File: src/rtl/wave_tbl_pkg.sv
// Shared state encoding, default widths and address-wrap helper for the wave table sequencer.
// Latency: none (types, constants and a pure function).
// Backpressure: not applicable.
package wave_tbl_pkg;

  typedef enum logic [1:0] {
    ST_IDLE  = 2'd0,
    ST_FETCH = 2'd1,
    ST_EMIT  = 2'd2
  } state_t;

  localparam int WT_A  = 4;
  localparam int WT_D  = 16;
  localparam int WT_DW = 8;

  // Next table entry: back to first after last, otherwise +1 modulo 2**aw
  function automatic logic [31:0] next_addr(input logic [31:0] cur,
                                            input logic [31:0] first,
                                            input logic [31:0] last,
                                            input int unsigned aw);
    logic [31:0] mask;
    mask = (32'd1 << aw) - 32'd1;
    if (cur == last) return first;
    return (cur + 32'd1) & mask;
  endfunction

endpackage

File: src/rtl/wave_tbl_dwell_ctr.sv
// Per-entry repeat counter: loads the dwell value, counts down one per transfer.
// Latency: load/dec take effect on the next clock; zero flag is combinational from the count.
// Backpressure: dec is only asserted on an accepted transfer, so stalls simply hold the count.
module wave_tbl_dwell_ctr #(
  parameter int DW = 8
) (
  input  logic          clk,
  input  logic          rst,
  input  logic          load,
  input  logic          dec,
  input  logic [DW-1:0] load_val,
  output logic          zero
);

  logic [DW-1:0] cnt;

  // Load wins over decrement; never wraps below zero
  always_ff @(posedge clk) begin
    if (rst) begin
      cnt <= '0;
    end else if (load) begin
      cnt <= load_val;
    end else if (dec && (cnt != '0)) begin
      cnt <= cnt - DW'(1);
    end
  end

  assign zero = (cnt == '0);

endmodule

File: src/rtl/wave_tbl_seq.sv
// Steps the wave table from first_addr to last_addr, emitting each entry dwell+1 times on a valid/ready stream.
// Latency: start in cycle N gives out_valid in N+2; one bubble between entries unless WAVE_TBL_SEQ_PREFETCH_EN.
// Backpressure: out_valid holds with stable data until out_ready; WAVE_TBL_SEQ_PREFETCH_EN removes the inter-entry bubble.
module wave_tbl_seq
  import wave_tbl_pkg::*;
#(
  parameter int A  = WT_A,
  parameter int D  = WT_D,
  parameter int DW = WT_DW
) (
  input  logic          clk,
  input  logic          rst,
  input  logic          start,
  input  logic          stop,
  input  logic          loop_en,
  input  logic [A-1:0]  first_addr,
  input  logic [A-1:0]  last_addr,
  input  logic [DW-1:0] dwell,
  output logic [A-1:0]  tbl_addr,
  input  logic [D-1:0]  tbl_sigA,
  input  logic [D-1:0]  tbl_sigB,
  output logic          out_valid,
  input  logic          out_ready,
  output logic [D-1:0]  out_sigA,
  output logic [D-1:0]  out_sigB,
  output logic [A-1:0]  out_idx,
  output logic          busy,
  output logic          done
);

  state_t        state;
  logic [A-1:0]  addr;
  logic [A-1:0]  first_q;
  logic [A-1:0]  last_q;
  logic [A-1:0]  nxt;
  logic [DW-1:0] dwell_q;
  logic          loop_q;
  logic          stop_pend;

  logic hs;
  logic abort;
  logic finish;
  logic advance;
  logic cnt_zero;
  logic cnt_load;
  logic cnt_dec;

  assign nxt  = A'(next_addr(32'(addr), 32'(first_q), 32'(last_q), A));
  assign busy = (state != ST_IDLE);

`ifdef WAVE_TBL_SEQ_PREFETCH_EN
  // While emitting, look up the following entry so it can be loaded without a bubble
  assign tbl_addr = (state == ST_EMIT) ? nxt : addr;
`else
  assign tbl_addr = addr;
`endif

  // Handshake decode: end of sequence, abort, or step to the next entry
  always_comb begin
    hs       = (state == ST_EMIT) && out_valid && out_ready;
    abort    = stop || stop_pend;
    finish   = hs && (abort || (cnt_zero && (addr == last_q) && !loop_q));
    advance  = hs && cnt_zero && !finish;
    cnt_dec  = hs && !cnt_zero;
    cnt_load = (state == ST_FETCH) && !abort;
`ifdef WAVE_TBL_SEQ_PREFETCH_EN
    cnt_load = cnt_load || advance;
`endif
  end

  wave_tbl_dwell_ctr #(.DW(DW)) u_dwell (
    .clk      (clk),
    .rst      (rst),
    .load     (cnt_load),
    .dec      (cnt_dec),
    .load_val (dwell_q),
    .zero     (cnt_zero)
  );

  // Sequencer FSM with config latches and registered sample outputs
  always_ff @(posedge clk) begin
    if (rst) begin
      state     <= ST_IDLE;
      addr      <= '0;
      first_q   <= '0;
      last_q    <= '0;
      dwell_q   <= '0;
      loop_q    <= 1'b0;
      stop_pend <= 1'b0;
      out_valid <= 1'b0;
      out_sigA  <= '0;
      out_sigB  <= '0;
      out_idx   <= '0;
      done      <= 1'b0;
    end else begin
      done <= 1'b0;
      case (state)
        ST_IDLE: begin
          // stop is ignored here, including when it coincides with start
          if (start) begin
            first_q   <= first_addr;
            last_q    <= last_addr;
            dwell_q   <= dwell;
            loop_q    <= loop_en;
            addr      <= first_addr;
            stop_pend <= 1'b0;
            state     <= ST_FETCH;
          end
        end
        ST_FETCH: begin
          if (abort) begin
            state     <= ST_IDLE;
            stop_pend <= 1'b0;
            done      <= 1'b1;
          end else begin
            out_sigA  <= tbl_sigA;
            out_sigB  <= tbl_sigB;
            out_idx   <= addr;
            out_valid <= 1'b1;
            state     <= ST_EMIT;
          end
        end
        ST_EMIT: begin
          if (finish) begin
            state     <= ST_IDLE;
            out_valid <= 1'b0;
            stop_pend <= 1'b0;
            done      <= 1'b1;
          end else begin
            // A stop without a handshake waits for the current sample to be taken
            if (stop) stop_pend <= 1'b1;
            if (advance) begin
              addr <= nxt;
`ifdef WAVE_TBL_SEQ_PREFETCH_EN
              out_sigA <= tbl_sigA;
              out_sigB <= tbl_sigB;
              out_idx  <= nxt;
`else
              out_valid <= 1'b0;
              state     <= ST_FETCH;
`endif
            end
          end
        end
        default: state <= ST_IDLE;
      endcase
    end
  end

endmodule
File: config.mk
export PLATFORM = sky130hd
export DESIGN_NAME = wave_tbl_seq
export DESIGN_NICKNAME = d
export VERILOG_FILES = /design/src/rtl/wave_tbl_pkg.sv /design/src/rtl/wave_tbl_dwell_ctr.sv /design/src/rtl/wave_tbl_seq.sv
export SDC_FILE = /design/constraint.sdc
export NUM_CORES = 1
export LEC_CHECK = 0
export CORE_MARGIN = 4
export CORE_UTILIZATION = 40
export CTS_CLUSTER_DIAMETER = 200
export DETAILED_ROUTE_END_ITERATION = 12
export GPL_TIMING_DRIVEN = 1
export PLACE_DENSITY = 0.84
export SLEW_MARGIN = 20
export SYNTH_ARGS = -nofsm -noshare
export SYNTH_HDL_FRONTEND = slang
export SYNTH_SLANG_ARGS = --single-unit
File: constraint.sdc
create_clock -name clk -period 1.6 [get_ports clk]
set_input_delay 0.32 -clock clk [delete_from_list [all_inputs] [get_ports clk]]
set_output_delay 0.32 -clock clk [all_outputs]
set_load 0.02 [all_outputs]
* Word level (Yosys, flattened, before mapping)
Cells that the tools add are included.
** Operators by class
- Shift-type cells :: 0
- Reduce and logical (&&, ||, !) cells :: 30
- Bitwise operators :: 1
- Equal/unequal tests :: 10
- Add/sub/neg operators :: 2
- Magnitude comparators :: 0
- Multiplexer cells :: 26
- Div/mod/pow operators :: 0
- Multiply operators :: 0
** Operators by type and width (count)
- $mux 4 :: 5
- $mux 8 :: 2
- $logic_and 1x1->1 :: 10
- $mux 1 :: 10
- $ne 2x2->1 const B :: 5
- $logic_not 8->1 :: 1
- $mux 2 :: 4
- $pmux 4 s2 :: 1
- $reduce_and 4->1 :: 2
- $reduce_bool 2->1 :: 4
- $reduce_bool 8->1 :: 1
- $sub 8x1->8 const B :: 1
- $ne 3x3->1 const B :: 2
- $pmux 2 s3 :: 1
- $reduce_and 2->1 :: 3
- $add 4x1->4 const B :: 1
- $eq 4x4->1 :: 1
- $logic_not 1->1 :: 4
- $pmux 1 s2 :: 2
- $pmux 1 s3 :: 1
- $reduce_and 3->1 :: 1
- $reduce_bool 3->1 :: 1
- $eq 2x1->1 const B :: 1
- $eq 2x2->1 const B :: 1
- 3 further kinds :: 4
** Storage, ports and cells
- Memories :: 0
- Logic and storage cells :: 82
- Latch bits :: 0
- Flip-flop bits (word level) :: 70
- Input port bits :: 54
- Memory bits (writable) :: 0
- Memory bits (read-only) :: 0

* Longest topological paths before layout
- Depth after elaboration :: 10
- Mapped depth :: 7
- Depth with buffers taken out :: 7

* Hierarchy
Synthesis repeated with hierarchy kept, for this count alone.
** Unflattened totals
- Cells, all modules :: 373
- Area total of the unflattened synthesis :: 3009.1 um2
** By module, submodules not included
- wave_tbl_seq :: area an instance 2493.6 um2, sequential area each 1241.2 um2, cells an instance 314, instances 1
- wave_tbl_dwell_ctr :: area an instance 515.5 um2, sequential area each 160.2 um2, cells an instance 59, instances 1

* Worst setup path before layout
OpenSTA, ideal clock, no wires.
- Path kind :: register to register
- Start :: register state[0]
- End :: register u_dwell.cnt[5]
- Arrival :: 1744 ps
- Path slack :: -230 ps
- Data required time :: 1514 ps
- Path buffers :: 0
- Stages on the path, launching flop included :: 8
- Clock period less this slack :: 1830 ps
- Path through :: dfxtp_1 inv_1 ha_1 nand3_2 or4_4 nor4_1 xnor2_1 a211oi_1
** On the way
- Longest elaborated chain between the ends :: 6
- Elaborated cells between the ends (all ways) :: 9
- Those cells by class :: 2 x eq/ne; 1 x mux; 6 x reduce/logical
** Ends and longest elaborated chain
- from (decl) :: line wave_tbl_seq.sv:31 : state_t state;
- from (signal assigned) :: line wave_tbl_seq.sv:83 : state <= ST_IDLE;
- from (signal assigned) :: line wave_tbl_seq.sv:107 : state <= ST_FETCH;
- from (signal assigned) :: line wave_tbl_seq.sv:112 : state <= ST_IDLE;
- $eq 2x2->1 :: line wave_tbl_seq.sv:60 : hs = (state == ST_EMIT) && out_valid && out_ready;
- $logic_and 1x1->1 (2 in a row) :: line wave_tbl_seq.sv:60
- $logic_and 1x1->1 :: line wave_tbl_seq.sv:64 : cnt_dec = hs && !cnt_zero;
- $logic_and 1x1->1 :: line wave_tbl_dwell_ctr.sv:23 : end else if (dec && (cnt != '0)) begin
- $reduce_bool 2->1 (no line)
- to (signal assigned) :: line wave_tbl_dwell_ctr.sv:22 : cnt <= load_val;
- to (signal assigned) :: line wave_tbl_dwell_ctr.sv:24 : cnt <= cnt - DW'(1);
- to (decl) :: line wave_tbl_dwell_ctr.sv:15 : logic [DW-1:0] cnt;
Several ways; a longest one is shown, not always the timed one.
A chain may end at the register's enable or synchronous reset.

* Final worst setup path
- Start :: register u_dwell.cnt[3]
- End :: register addr[3], in the netlist tbl_addr[3]
** On the way
- Longest elaborated chain between the ends :: 9
- Elaborated cells between the ends (all ways) :: 11
- Those cells by class :: 2 x eq/ne; 9 x reduce/logical
** Ends and longest elaborated chain
- $logic_not 8->1 * :: line wave_tbl_dwell_ctr.sv:28 : assign zero = (cnt == '0);
- $logic_and 1x1->1 (2 in a row) :: line wave_tbl_seq.sv:62 : finish = hs && (abort || (cnt_zero && (addr == last_q) && !loop_q));
- $logic_or 1x1->1 :: line wave_tbl_seq.sv:62
- $logic_and 1x1->1 :: line wave_tbl_seq.sv:62
- $logic_not 1->1 :: line wave_tbl_seq.sv:63 : advance = hs && cnt_zero && !finish;
- $logic_and 1x1->1 :: line wave_tbl_seq.sv:63
- $ne 2x2->1 (no line)
- $reduce_and 4->1 (no line) *
- to (signal assigned) :: line wave_tbl_seq.sv:105 : addr <= first_addr;
- to (signal assigned) :: line wave_tbl_seq.sv:133 : addr <= nxt;
- to (decl) :: line wave_tbl_seq.sv:32 : logic [A-1:0] addr;
Every way passes the cells marked *; elsewhere a longest branch is shown, timed or not.

==> results.sh <==
export IMPL_status="finished, violations left"
export IMPL_violations="negative setup slack"
export IMPL_slew_headroom=0.6719
export IMPL_drv_slew=0
export IMPL_yosysUniqueCellTypes=41
export IMPL_crit_required_ns=1.85
export IMPL_netlist_top_cells_area="dfxtp_1 (47%), nand2_1 (14%), a21oi_1 (10%), a211oi_1 (3.3%), ha_1 (3.0%)"
export IMPL_num_rows=31
export IMPL_drv_cap=0
export IMPL_tightestPinTransition_ns=0.4922
export IMPL_grt_pass1_vias=3092
export IMPL_num_antenna_cells=0
export IMPL_first_pass_iters=4
export IMPL_numCtsBuffers=9
export IMPL_fin_crit_sh=1.179
export IMPL_p_leak_uw=0.002043
export IMPL_slowest_delay_ns=0.53
export IMPL_hold_viol_final=0
export IMPL_dieHeight_um=94.08
export IMPL_clock_sinks=70
export IMPL_synth_fp_nets=431
export IMPL_cts_buffer_depth=2
export IMPL_critPathCaptureType="flop"
export IMPL_worstSetupPathType="reg -> reg"
export IMPL_wire_per_inst_um=15.72
export IMPL_cp_cell_sequence="or4_4, nor4_4, o221ai_4, nor2b_1, nor3_1"
export IMPL_ys_seq_area_frac=0.4728
export IMPL_p_int_uw=4424
export IMPL_cts_tree="yes"
export IMPL_timing_hold_ws_ns=0.4277
export IMPL_synth_top_area_share=0.4728
export IMPL_syn_area_um2=2964
export IMPL_cts_root_buffer="clkbuf_8"
export IMPL_path_max_fanout=8
export IMPL_crit_arrival_ns=2.14
export IMPL_clkPwrFrac=0.211
export IMPL_grt_pass1_wl_um=14360
export IMPL_cp_start_kind="flop"
export IMPL_synth_edff_count=0
export IMPL_vias=3150
export IMPL_htreeDepth=3
export IMPL_r2r_slack_ns=-0.29
export IMPL_finalCriticalPeriod_ns=1.887
export IMPL_finalPower_uw=7103
export IMPL_vias_per_cell=5.097
export IMPL_place_congestion=0.8612
export IMPL_setup_viol=11
export IMPL_pwr_share_seq=0.316
export IMPL_syn_inst=370
export IMPL_path_clk_slew_ns=0.08
export IMPL_hpwl_um=6126
export IMPL_grt_start_max_net_pins=51
export IMPL_antenna_found_initial=0
export IMPL_coreArea_um2=7214
export IMPL_synthFlopType="dfxtp_1"
export IMPL_worst_path_buf_inv=0
export IMPL_crit_family="simple AND/OR/NAND/NOR gates"
export IMPL_final_common_cell="nand2_1"
export IMPL_synth_seq_cells=70
export IMPL_ioPinCount=97
export IMPL_avgSynthCellArea_um2=8.011
export IMPL_synth_top_area_cell="dfxtp_1"
export IMPL_p_comb_frac=0.473
export IMPL_powerDensity_nw_per_um2=1447
export IMPL_min_path_type="in -> reg"
export IMPL_io_buffer_count=96
export IMPL_cts_hold_buf=0
export IMPL_switching_share=0.3771
export IMPL_final_nets=575
export IMPL_clock_latency_ns=0.35
export IMPL_cpMaxStageDelayCell="or4_4"
export IMPL_drive_gt1_frac=0.2505
export IMPL_fin_skew_ns=0.01083
export IMPL_die_x_um=94.08
export IMPL_route_detailed_drc=0
export IMPL_grt_overflow_total=0
export IMPL_yosys_warnings=0
export IMPL_ant_nets=0
export IMPL_grtUsageTotal=0.2060
export IMPL_start_util=0.4109
export IMPL_fin_ws_ns=-0.2866
export IMPL_rsz0062_at_grt="yes"
export IMPL_peakVddDrop_v=0.0007158
export IMPL_async_reset_ff_frac=0
export IMPL_die_area_um2=8851
export IMPL_drt_total_wl_um=9712
export IMPL_mostFrequentLayoutCells="nand2_1 (113), dfxtp_1 (60), a21oi_1 (58)"
export IMPL_fmax_mhz=530.1
export IMPL_drt_iter0_markers=170
export IMPL_net_switching_power_uw=2679
export IMPL_syn2layout_area_growth_pct=65.64
[state kept, by name, summed over array words and instances (netlist names), 4 cells and up]
signal and cells:
out_idx 4, first_q 4, out_sigA 16, out_sigB 16, tbl_addr 4, u_dwell.cnt 8, last_q 4, dwell_q 8
[synth_stat cells, types with 2 or more instances]
cell type  instances
nor2_1            15
nand2_1          114
ha_1               7
dfxtp_1           70
nor4_1             2
xnor2_1            9
clkbuf_1          20
and2_1             2
nor3_1             7
nor2b_1            6
a211o_1            2
a211oi_1          13
xor2_1             3
nand3_1            2
inv_1              7
o21ai_0            5
nand2b_1           2
mux2_2             3
a21oi_1           59
[per-layer routing]
layer / vias up / wire length [um] / global-route usage / share of wire
li1: 1536 / - / - / -
met5: - / 0 / 0 / 0
met3: 26 / 648 / 0.06651 / 0.067
met4: 0 / 253 / 0.07942 / 0.026
met1: 1478 / 3850 / 0.2355 / 0.40
met2: 110 / 4960 / 0.3548 / 0.51
[layout make-up]
type | count | area [um^2]
fillers | 572 | 2305
multi-input cells | 272 | 1700
repair buffers | 154 | 1426
flip-flops and latches | 70 | 1416
clock buffers | 11 | 151.4
well taps | 99 | 123.9
clock inverters | 5 | 57.56
inverters | 7 | 33.78
[what timing repair did]
| action | 4_1_cts | 5_1_grt |
|---|---|---|
| cloned | 0 | 2 |
| buffers inserted | 6 | 6 |
| pin swaps | 12 | 16 |
| resized for setup | 72 | 33 |
| endpoints found under the setup margin | 55 | 42 |
[power groups by stage]
stage	sequential (uW)	combinational (uW)	clock (uW)
final	2240	3360	1500
after global routing	2270	3600	1620
after global placement	2250	2680	0
after detailed placement	2260	2780	0
after floorplan	2500	1260	0
after CTS	2220	2920	1520
[worst paths after layout]
check | from | to | cells after the start
max | u_dwell.cnt[3] | tbl_addr[3] | 5
min | rst | out_sigA[6] | 2
min reg2reg | out_sigA[6] | out_sigA[6] | 2
max reg2reg | u_dwell.cnt[3] | tbl_addr[3] | 5
[cells by family (layout without fill, tap and decap cells)]
| family | after synthesis | count (layout) | share of synthesized area |
|---|---|---|---|
| mux | 4 | 4 | 0.01477 |
| simple gates | 160 | 160 | 0.2368 |
| buf+inv | 28 | 177 | 0.03546 |
| fa+ha+maj | 7 | 7 | 0.02955 |
| compound gates | 89 | 89 | 0.1752 |
| xor+xnor | 12 | 12 | 0.03546 |
| flops | 70 | 70 | 0.4728 |
[metrics by stage]
stage | utilization | worst slack [ns] | cells | setup TNS, ns | instance area [um^2]
after floorplan | - | -0.1351 | 370 | -0.9120 | 3029
after global placement | 0.6082 | -0.5156 | 588 | -12.55 | 4388
after detailed placement | 0.6082 | -0.5708 | 588 | -14.34 | 4388
after CTS | 0.6519 | -0.2594 | 610 | -1.716 | 4703
after global routing | 0.6805 | -0.3633 | 618 | -2.493 | 4910
final | 0.6805 | -0.2866 | 618 | -1.811 | 4910
(Power assumes the default switching activity.)
